===== src/rtl/icache_pkg.sv =====
// icache_pkg: shared FSM state encoding and clog2-derived width helpers for the icache hit-read pipe
package icache_pkg;
  localparam logic [1:0] ST_EMPTY = 2'd0;
  localparam logic [1:0] ST_LIVE  = 2'd1;
  localparam logic [1:0] ST_HELD  = 2'd2;
  function automatic int min1_clog2(input int v);
    return v > 1 ? $clog2(v) : 1;
  endfunction
  function automatic int byte_lsb(input int bits);
    return $clog2(bits / 8);
  endfunction
endpackage


===== src/rtl/dff_en.sv =====
// dff_en: enabled register with synchronous active-high reset to zero
module dff_en #(
  parameter int W = 1
) (
  input  logic         clk_i,
  input  logic         rst_i,
  input  logic         en_i,
  input  logic [W-1:0] d_i,
  output logic [W-1:0] q_o
);
  // load on enable, clear on reset
  always_ff @(posedge clk_i)
    if (rst_i) q_o <= '0;
    else if (en_i) q_o <= d_i;
endmodule


===== src/rtl/icache_hit_read_pipe.sv =====
// icache_hit_read_pipe: hit-read pipe, data-array read plus word select with skid hold; ICACHE_HIT_READ_FLUSH_EN adds a flush input
module icache_hit_read_pipe
  import icache_pkg::*;
#(
  parameter int INDEX_W   = 6,
  parameter int WAY_N     = 8,
  parameter int OFFSET_W  = 6,
  parameter int BANK_W    = 128,
  parameter int FETCH_W   = 64,
  localparam int WAY_W    = min1_clog2(WAY_N),
  localparam int BANK_LSB = byte_lsb(BANK_W),
  localparam int WORD_LSB = byte_lsb(FETCH_W),
  localparam int BSEL_W   = OFFSET_W - BANK_LSB,
  localparam int RATIO    = BANK_W / FETCH_W,
  localparam int WSEL_W   = min1_clog2(RATIO)
) (
  input  logic                clock,
  input  logic                reset,
`ifdef ICACHE_HIT_READ_FLUSH_EN
  input  logic                flush,
`endif
  input  logic                req_valid,
  output logic                req_ready,
  input  logic [INDEX_W-1:0]  req_index,
  input  logic [WAY_W-1:0]    req_way,
  input  logic [OFFSET_W-1:0] req_offset,
  output logic                resp_valid,
  input  logic                resp_ready,
  output logic [FETCH_W-1:0]  resp_rdata,
  output logic                da_valid,
  output logic [INDEX_W-1:0]  da_index,
  output logic [WAY_W-1:0]    da_way,
  output logic [BSEL_W-1:0]   da_bank,
  input  logic [BANK_W-1:0]   da_rdata,
  output logic                plru_valid,
  output logic [INDEX_W-1:0]  plru_index,
  output logic [WAY_W-1:0]    plru_way
);
  logic [1:0]         state_q, state_d;
  logic [WSEL_W-1:0]  wsel_q, wsel_d;
  logic [FETCH_W-1:0] hold_q, live_word;
  logic               accept, flush_w, hold_en;
`ifdef ICACHE_HIT_READ_FLUSH_EN
  assign flush_w = flush;
`else
  assign flush_w = 1'b0;
`endif
  assign req_ready  = !reset && !flush_w && (state_q == ST_EMPTY || resp_ready);
  assign accept     = req_valid && req_ready;
  assign resp_valid = !reset && state_q != ST_EMPTY;
  assign da_valid   = accept;
  assign plru_valid = accept;
  assign da_index   = req_index;
  assign plru_index = req_index;
  assign da_way     = req_way;
  assign plru_way   = req_way;
  assign da_bank    = req_offset[OFFSET_W-1:BANK_LSB];
  assign hold_en    = state_q == ST_LIVE && !resp_ready;
  assign resp_rdata = state_q == ST_HELD ? hold_q : live_word;
  if (RATIO > 1) begin : g_multi
    logic [RATIO-1:0][FETCH_W-1:0] words;
    logic unused_offset;
    assign words         = da_rdata;
    assign wsel_d        = req_offset[BANK_LSB-1:WORD_LSB];
    assign live_word     = words[wsel_q];
    assign unused_offset = ^req_offset[WORD_LSB-1:0];
  end else begin : g_single
    logic unused_offset;
    assign wsel_d        = '0;
    assign live_word     = da_rdata;
    assign unused_offset = ^{req_offset[BANK_LSB-1:0], wsel_q};
  end
  // next state: a consumed or empty slot refills on accept, an unconsumed one holds; flush empties
  always_comb
    state_d = flush_w ? ST_EMPTY
            : (state_q == ST_EMPTY || resp_ready) ? (accept ? ST_LIVE : ST_EMPTY)
            : ST_HELD;
  // state register
  always_ff @(posedge clock)
    if (reset) state_q <= ST_EMPTY;
    else state_q <= state_d;
  dff_en #(.W(WSEL_W)) u_wsel (
    .clk_i(clock), .rst_i(reset), .en_i(accept), .d_i(wsel_d), .q_o(wsel_q)
  );
  dff_en #(.W(FETCH_W)) u_hold (
    .clk_i(clock), .rst_i(reset), .en_i(hold_en), .d_i(live_word), .q_o(hold_q)
  );
endmodule


===== config.mk =====
export PLATFORM = sky130hd
export DESIGN_NAME = icache_hit_read_pipe
export DESIGN_NICKNAME = d
export VERILOG_FILES = /design/src/rtl/icache_pkg.sv /design/src/rtl/dff_en.sv /design/src/rtl/icache_hit_read_pipe.sv
export SDC_FILE = /design/constraint.sdc
export NUM_CORES = 1
export LEC_CHECK = 0
export ABC_CLOCK_PERIOD_IN_PS = 1450
export BUFFER_PORTS_ARGS = -buffer_cell sky130_fd_sc_hd__buf_4
export CAP_MARGIN = 20
export CORE_ASPECT_RATIO = 1.5
export CORE_MARGIN = 5
export CORE_UTILIZATION = 44
export CTS_CLUSTER_DIAMETER = 60
export CTS_CLUSTER_SIZE = 25
export DETAILED_ROUTE_END_ITERATION = 12
export GPL_TIMING_DRIVEN = 0
export HOLD_SLACK_MARGIN = 0.12
export PLACE_DENSITY = 0.81
export SYNTH_ARGS = -nofsm -noshare
export SYNTH_HDL_FRONTEND = slang
export SYNTH_SLANG_ARGS = --single-unit

===== constraint.sdc =====
create_clock -name clock -period 1.45 [get_ports clock]
set_input_delay 0.29 -clock clock [delete_from_list [all_inputs] [get_ports clock]]
set_output_delay 0.29 -clock clock [all_outputs]
set_load 0.01 [all_outputs]

# [Word-level counts from Yosys, hierarchy flattened]
# Cells that the tools add are included.
[word_totals] reg_bits=67 word_cells=23 out_inout_bits=88
[op_classes] n_reduce_logical=10 n_bitwise=1 n_eq_ne=2 muxes=5 n_lt_le_gt_ge=1
[op_table] cell="64-bit 2-to-1 mux" n=3
[op_table] cell="1-bit logical AND" n=4
[op_table] cell="2-bit by 1-bit == test with 1-bit output (second input constant)" n=1
[op_table] cell="2-bit == test (second input constant)" n=1
[op_table] cell="1-bit logical NOT" n=2
[op_table] cell="2-bit logical NOT" n=1
[op_table] cell="1-bit by 2-bit < comparator with 1-bit output (second input constant)" n=1
[op_table] cell="2-bit 2-to-1 mux" n=1
[op_table] cell="2-bit nonzero test" n=1
[op_table] cell="2-bit OR reduction" n=1
[op_table] cell="1-bit logical OR" n=1
[op_table] cell="1-bit 2-to-1 mux" n=1
[op_table] cell="1-bit inverter" n=1

# [Longest topological paths before layout]
[depth] depth_word=6 ltp_mapped=5 mapped_depth_nobuf=3

# [Hierarchy]
# Synthesis repeated with hierarchy kept, for this count alone.
[hier_totals] hier_cells=383 hier_area_um2=4655.7
[modules_own_cells] module="icache_hit_read_pipe" area_per_inst_um2=2331.0 cells_per_inst=174 seq_area_each_um2=40.0 n_inst=1
[modules_own_cells] module="dff_en at u_hold" area_per_inst_um2=2290.9 cells_per_inst=206 seq_area_each_um2=1281.2 n_inst=1
[modules_own_cells] module="dff_en at u_wsel" area_per_inst_um2=33.8 cells_per_inst=3 seq_area_each_um2=20.0 n_inst=1

# [Least setup slack after synthesis]
# OpenSTA, ideal clock, no wires.
[synth_timing] kind="register to output" start="register state_q[0]" end="output resp_rdata[27]" slack_ns=0.037 path_buffers=2 path_stages_with_launch=6 arrival_time_ns=1.123 path_cell_list="dfxtp_1 -> nand2b_1 -> buf_2 -> buf_1 -> nor2_1 -> a21oi_1"
[synth_via] elab_chain_len=2
[synth_rtl] item="start, declared" line_no="icache_hit_read_pipe.sv:39" source="logic [1:0] state_q, state_d;"
[synth_rtl] item="start signal, assigned" line_no="icache_hit_read_pipe.sv:81" source="else state_q <= state_d;"
[synth_rtl] item="2-bit == test" line_no="icache_hit_read_pipe.sv:59" source="assign resp_rdata = state_q == ST_HELD ? hold_q : live_word;"
[synth_rtl] item="64-bit 2-to-1 mux" line_no="icache_hit_read_pipe.sv:59"
[synth_rtl] item="end, declared" line_no="icache_hit_read_pipe.sv:29" source="output logic [FETCH_W-1:0] resp_rdata,"
# Every way passes these cells.

# [Worst setup path in the final report]
[layout_timing] start="register u_wsel.q_o" end="output resp_rdata[44]"
[layout_via] elab_chain_len=3
[layout_rtl] item="start, declared" line_no="dff_en.sv:9" source="output logic [W-1:0] q_o"
[layout_rtl] item="start signal, assigned" line_no="dff_en.sv:14" source="else if (en_i) q_o <= d_i;"
[layout_rtl] item="64-bit 2-to-1 mux (implied by the code) (2 in a row)" line_no="icache_hit_read_pipe.sv:65" source="assign live_word = words[wsel_q];"
[layout_rtl] item="64-bit 2-to-1 mux" line_no="icache_hit_read_pipe.sv:59"
# Every way passes these cells. The select of a mux whose other input is x is not followed.

==> metrics <==
Synth area leader=dfxtp_1; minimum clock period=1.908 ns; row cnt=42; CTS tree=done; Reg-to-Reg Start=u_wsel.q_o$_SDFFE_PP0P_; clock tree sinks=67; first-pass GRT wire length=25020 um; antenna cells=0; most frequent cell after synthesis=nor2_1; DRC viols=0; Initial Util=45.10%; data arrival time of the critical path=1.62 ns; hold endpoint=state_q[1]$_SDFF_PP0_; Int Pwr=0.004817 W; final worst setup slack=-0.4576 ns; dpl hpwl=10260 um; die width=87.90 um; worst r2r dst=u_hold.q_o[18]$_SDFFE_PP0P_; post-synth cell types=18; Worst-Margin Slew=0.7173 ns; Max Fanout on Critical Path=8; Die H=126.9 um; vias=5107; RSZ-0062 raised after global routing=true; H-tree Lvls=3; Worst setup SP type=flip-flop; HP Start=resp_ready; DRT Pass-1 Iters=5; initial DRC count=248; non-filler cells, final=884; CTS buffer count=9; IO Port Bufs=219; Worst Reg2Reg Path Length in Cells=6; synthesized area=4005 sq um; die area=11150 sq um; clock buffer depth=2; clk_skew=0.006085 ns; Cells after DPL=792; Root Buffer=clkbuf_16; Total Wirelength=19410 um; top cells by area, synth=dfxtp_1, a211oi_2, mux2i_1; Hold Vio Cnt, Final=0; core area=8881 sq um; Clock Pin Slew Worst Setup and Hold Paths=0.06 ns; relative slew slack=52.18%; share of the synthesized area in the top cell type=33.49%; Post-synth EDFFs=0; I/O pin cnt=235; # nets final=916; Yosys warnings=0; routability cong.=0.7451; Final Slew Violations=0; static leakage=3.388 nW; Reg power frac=29.1%; vias in the first global route=5144; maxcap violations=0; Setup Crit Path Kind=flip-flop to output pin; GRT Total Usage=28.52%; Area Growth Syn to Fin=101.1%; setup tns final=-24.65 ns; Tightest Hold Check Type=input port to flip-flop; Clk pwr share=31.8%; Sw Share=30.12%; switching component of the power=0.002076 W; pwr dens=855.8 nW/um^2; worst setup path startpoint=u_wsel.q_o$_SDFFE_PP0P_; share of cells above drive strength 1=70.80%; DRT antenna net count=0; Fmax achieved=0.5242 GHz; hold-fix buffers at CTS=0; most used flip-flop cell after synthesis=dfxtp_1; Comb power frac=39.1%; failing checks=negative setup slack; DR vias/cell=5.777; crit end category=output pin; most frequent cells after synthesis=nor2_1, dfxtp_1, a21oi_1, mux2i_1, a211oi_2; R2R Setup Slk=-0.01 ns; CP required=1.16 ns; largest net degree at the start of global routing=16; routed len/inst=21.96 um; #FFs+latches synth=67; async set or reset register ratio after synthesis=0%; final-report setup violation count=68; initial antenna violation count=0; crit share post-route=131.6%; Syn Area/Cell=8.650 sq um; post-synth net total=610; worst vdd ir=0.7384 mV; GRT overflow=0; Hold Path Depth=2; Post-Syn Instances=463; Skew-Pair Late Insertion Delay=0.33 ns; status=finished, violations left; sequential-to-total area share from yosys stat=33.49%
[power by group through the flow]
stage / Clock [W] / Combinational, W / Sequential, W
2_1_floorplan: 0 / 0.000866 / 0.00202
6_report: 0.00219 / 0.00269 / 0.00201
3_5_place_dp: 0 / 0.00165 / 0.00203
4_1_cts: 0.00216 / 0.00224 / 0.00200
5_1_grt: 0.00229 / 0.00281 / 0.00201
3_3_place_gp: 0 / 0.00161 / 0.00202
[layout by cell type, fill, tap and decap left out, types with 4 or more instances in the layout]
master,netlist,final
buf_4,32,313
nor2_1,132,128
dfxtp_1,67,64
mux2i_4,0,61
a211oi_2,56,56
a21oi_2,0,47
a21oi_1,64,16
clkbuf_16,0,15
buf_6,0,12
a211oi_1,8,8
buf_2,14,6
buf_16,0,6
clkbuf_1,12,6
clkbuf_8,0,4
[layout make-up]
| class | count | area (sq um) |
|---|---|---|
| fillers | 328 | 825.8 |
| clock inverters | 2 | 35.03 |
| inverters | 1 | 3.754 |
| repair buffers | 296 | 2391 |
| clock buffers | 14 | 254.0 |
| plain buffers | 63 | 610.6 |
| well taps | 110 | 137.6 |
| multi-input cells | 331 | 3271 |
| flip-flops and latches | 67 | 1353 |
[how the worst max path moves through the flow]
stage	depth (start not counted)	endpoint
after floorplan	5	resp_rdata[27]
after global placement	6	resp_rdata[61]
after detailed placement	6	resp_rdata[61]
after CTS	5	resp_rdata[54]
after global routing	5	resp_rdata[23]
final	5	resp_rdata[44]
[what timing repair did]
action | 4_1_cts | 5_1_grt
resized for setup | 195 | 81
buffers inserted | 34 | 37
endpoints found under the setup margin | 68 | 128
endpoints found under the hold margin | 0 | 0
cloned | 4 | 4
pin swaps | 16 | 27
[registers in the layout, indices dropped and copies added (netlist names)]
name,count
state_q,2
u_hold.q_o,64
u_wsel.q_o,1
[metrics by stage]
stage	total power [W]	hold slack, ns	utilization [%]	area (sq um)	setup WS, ns
after floorplan	0.002883	0.3693	-	4005	0.03670
after global placement	0.003637	0.4882	65.16	5787	-0.3151
after detailed placement	0.003682	0.4990	65.16	5787	-0.3319
after CTS	0.006396	0.1679	82.53	7330	-0.4197
after global routing	0.007116	0.1797	90.70	8055	-0.5018
final	0.006894	0.1751	90.70	8055	-0.4576
[metal layers]
layer,up-vias,wire (um),track usage [%]
li1,2232,-,-
met1,2416,6229,27.50
met2,343,10330,54.88
met3,116,1540,5.775
met4,0,1309,14.18
met5,-,0,0
[logic make-up (layout without fill, tap and decap cells)]
kind of cell / after synthesis / after routing / share of synthesized area [%]
simple gates: 136 / 136 / 13.12
compound gates: 130 / 130 / 27.49
flops: 67 / 67 / 33.49
mux: 65 / 65 / 16.28
buf+inv: 65 / 376 / 9.622
[critical path, stage by stage, from the launching register on]
cell and delay, ns:
dfxtp_4 0.39, buf_12 0.19, clkbuf_16 0.19, mux2i_2 0.27, a21oi_1 0.10, buf_4 0.15
(Power assumes the default switching activity.)
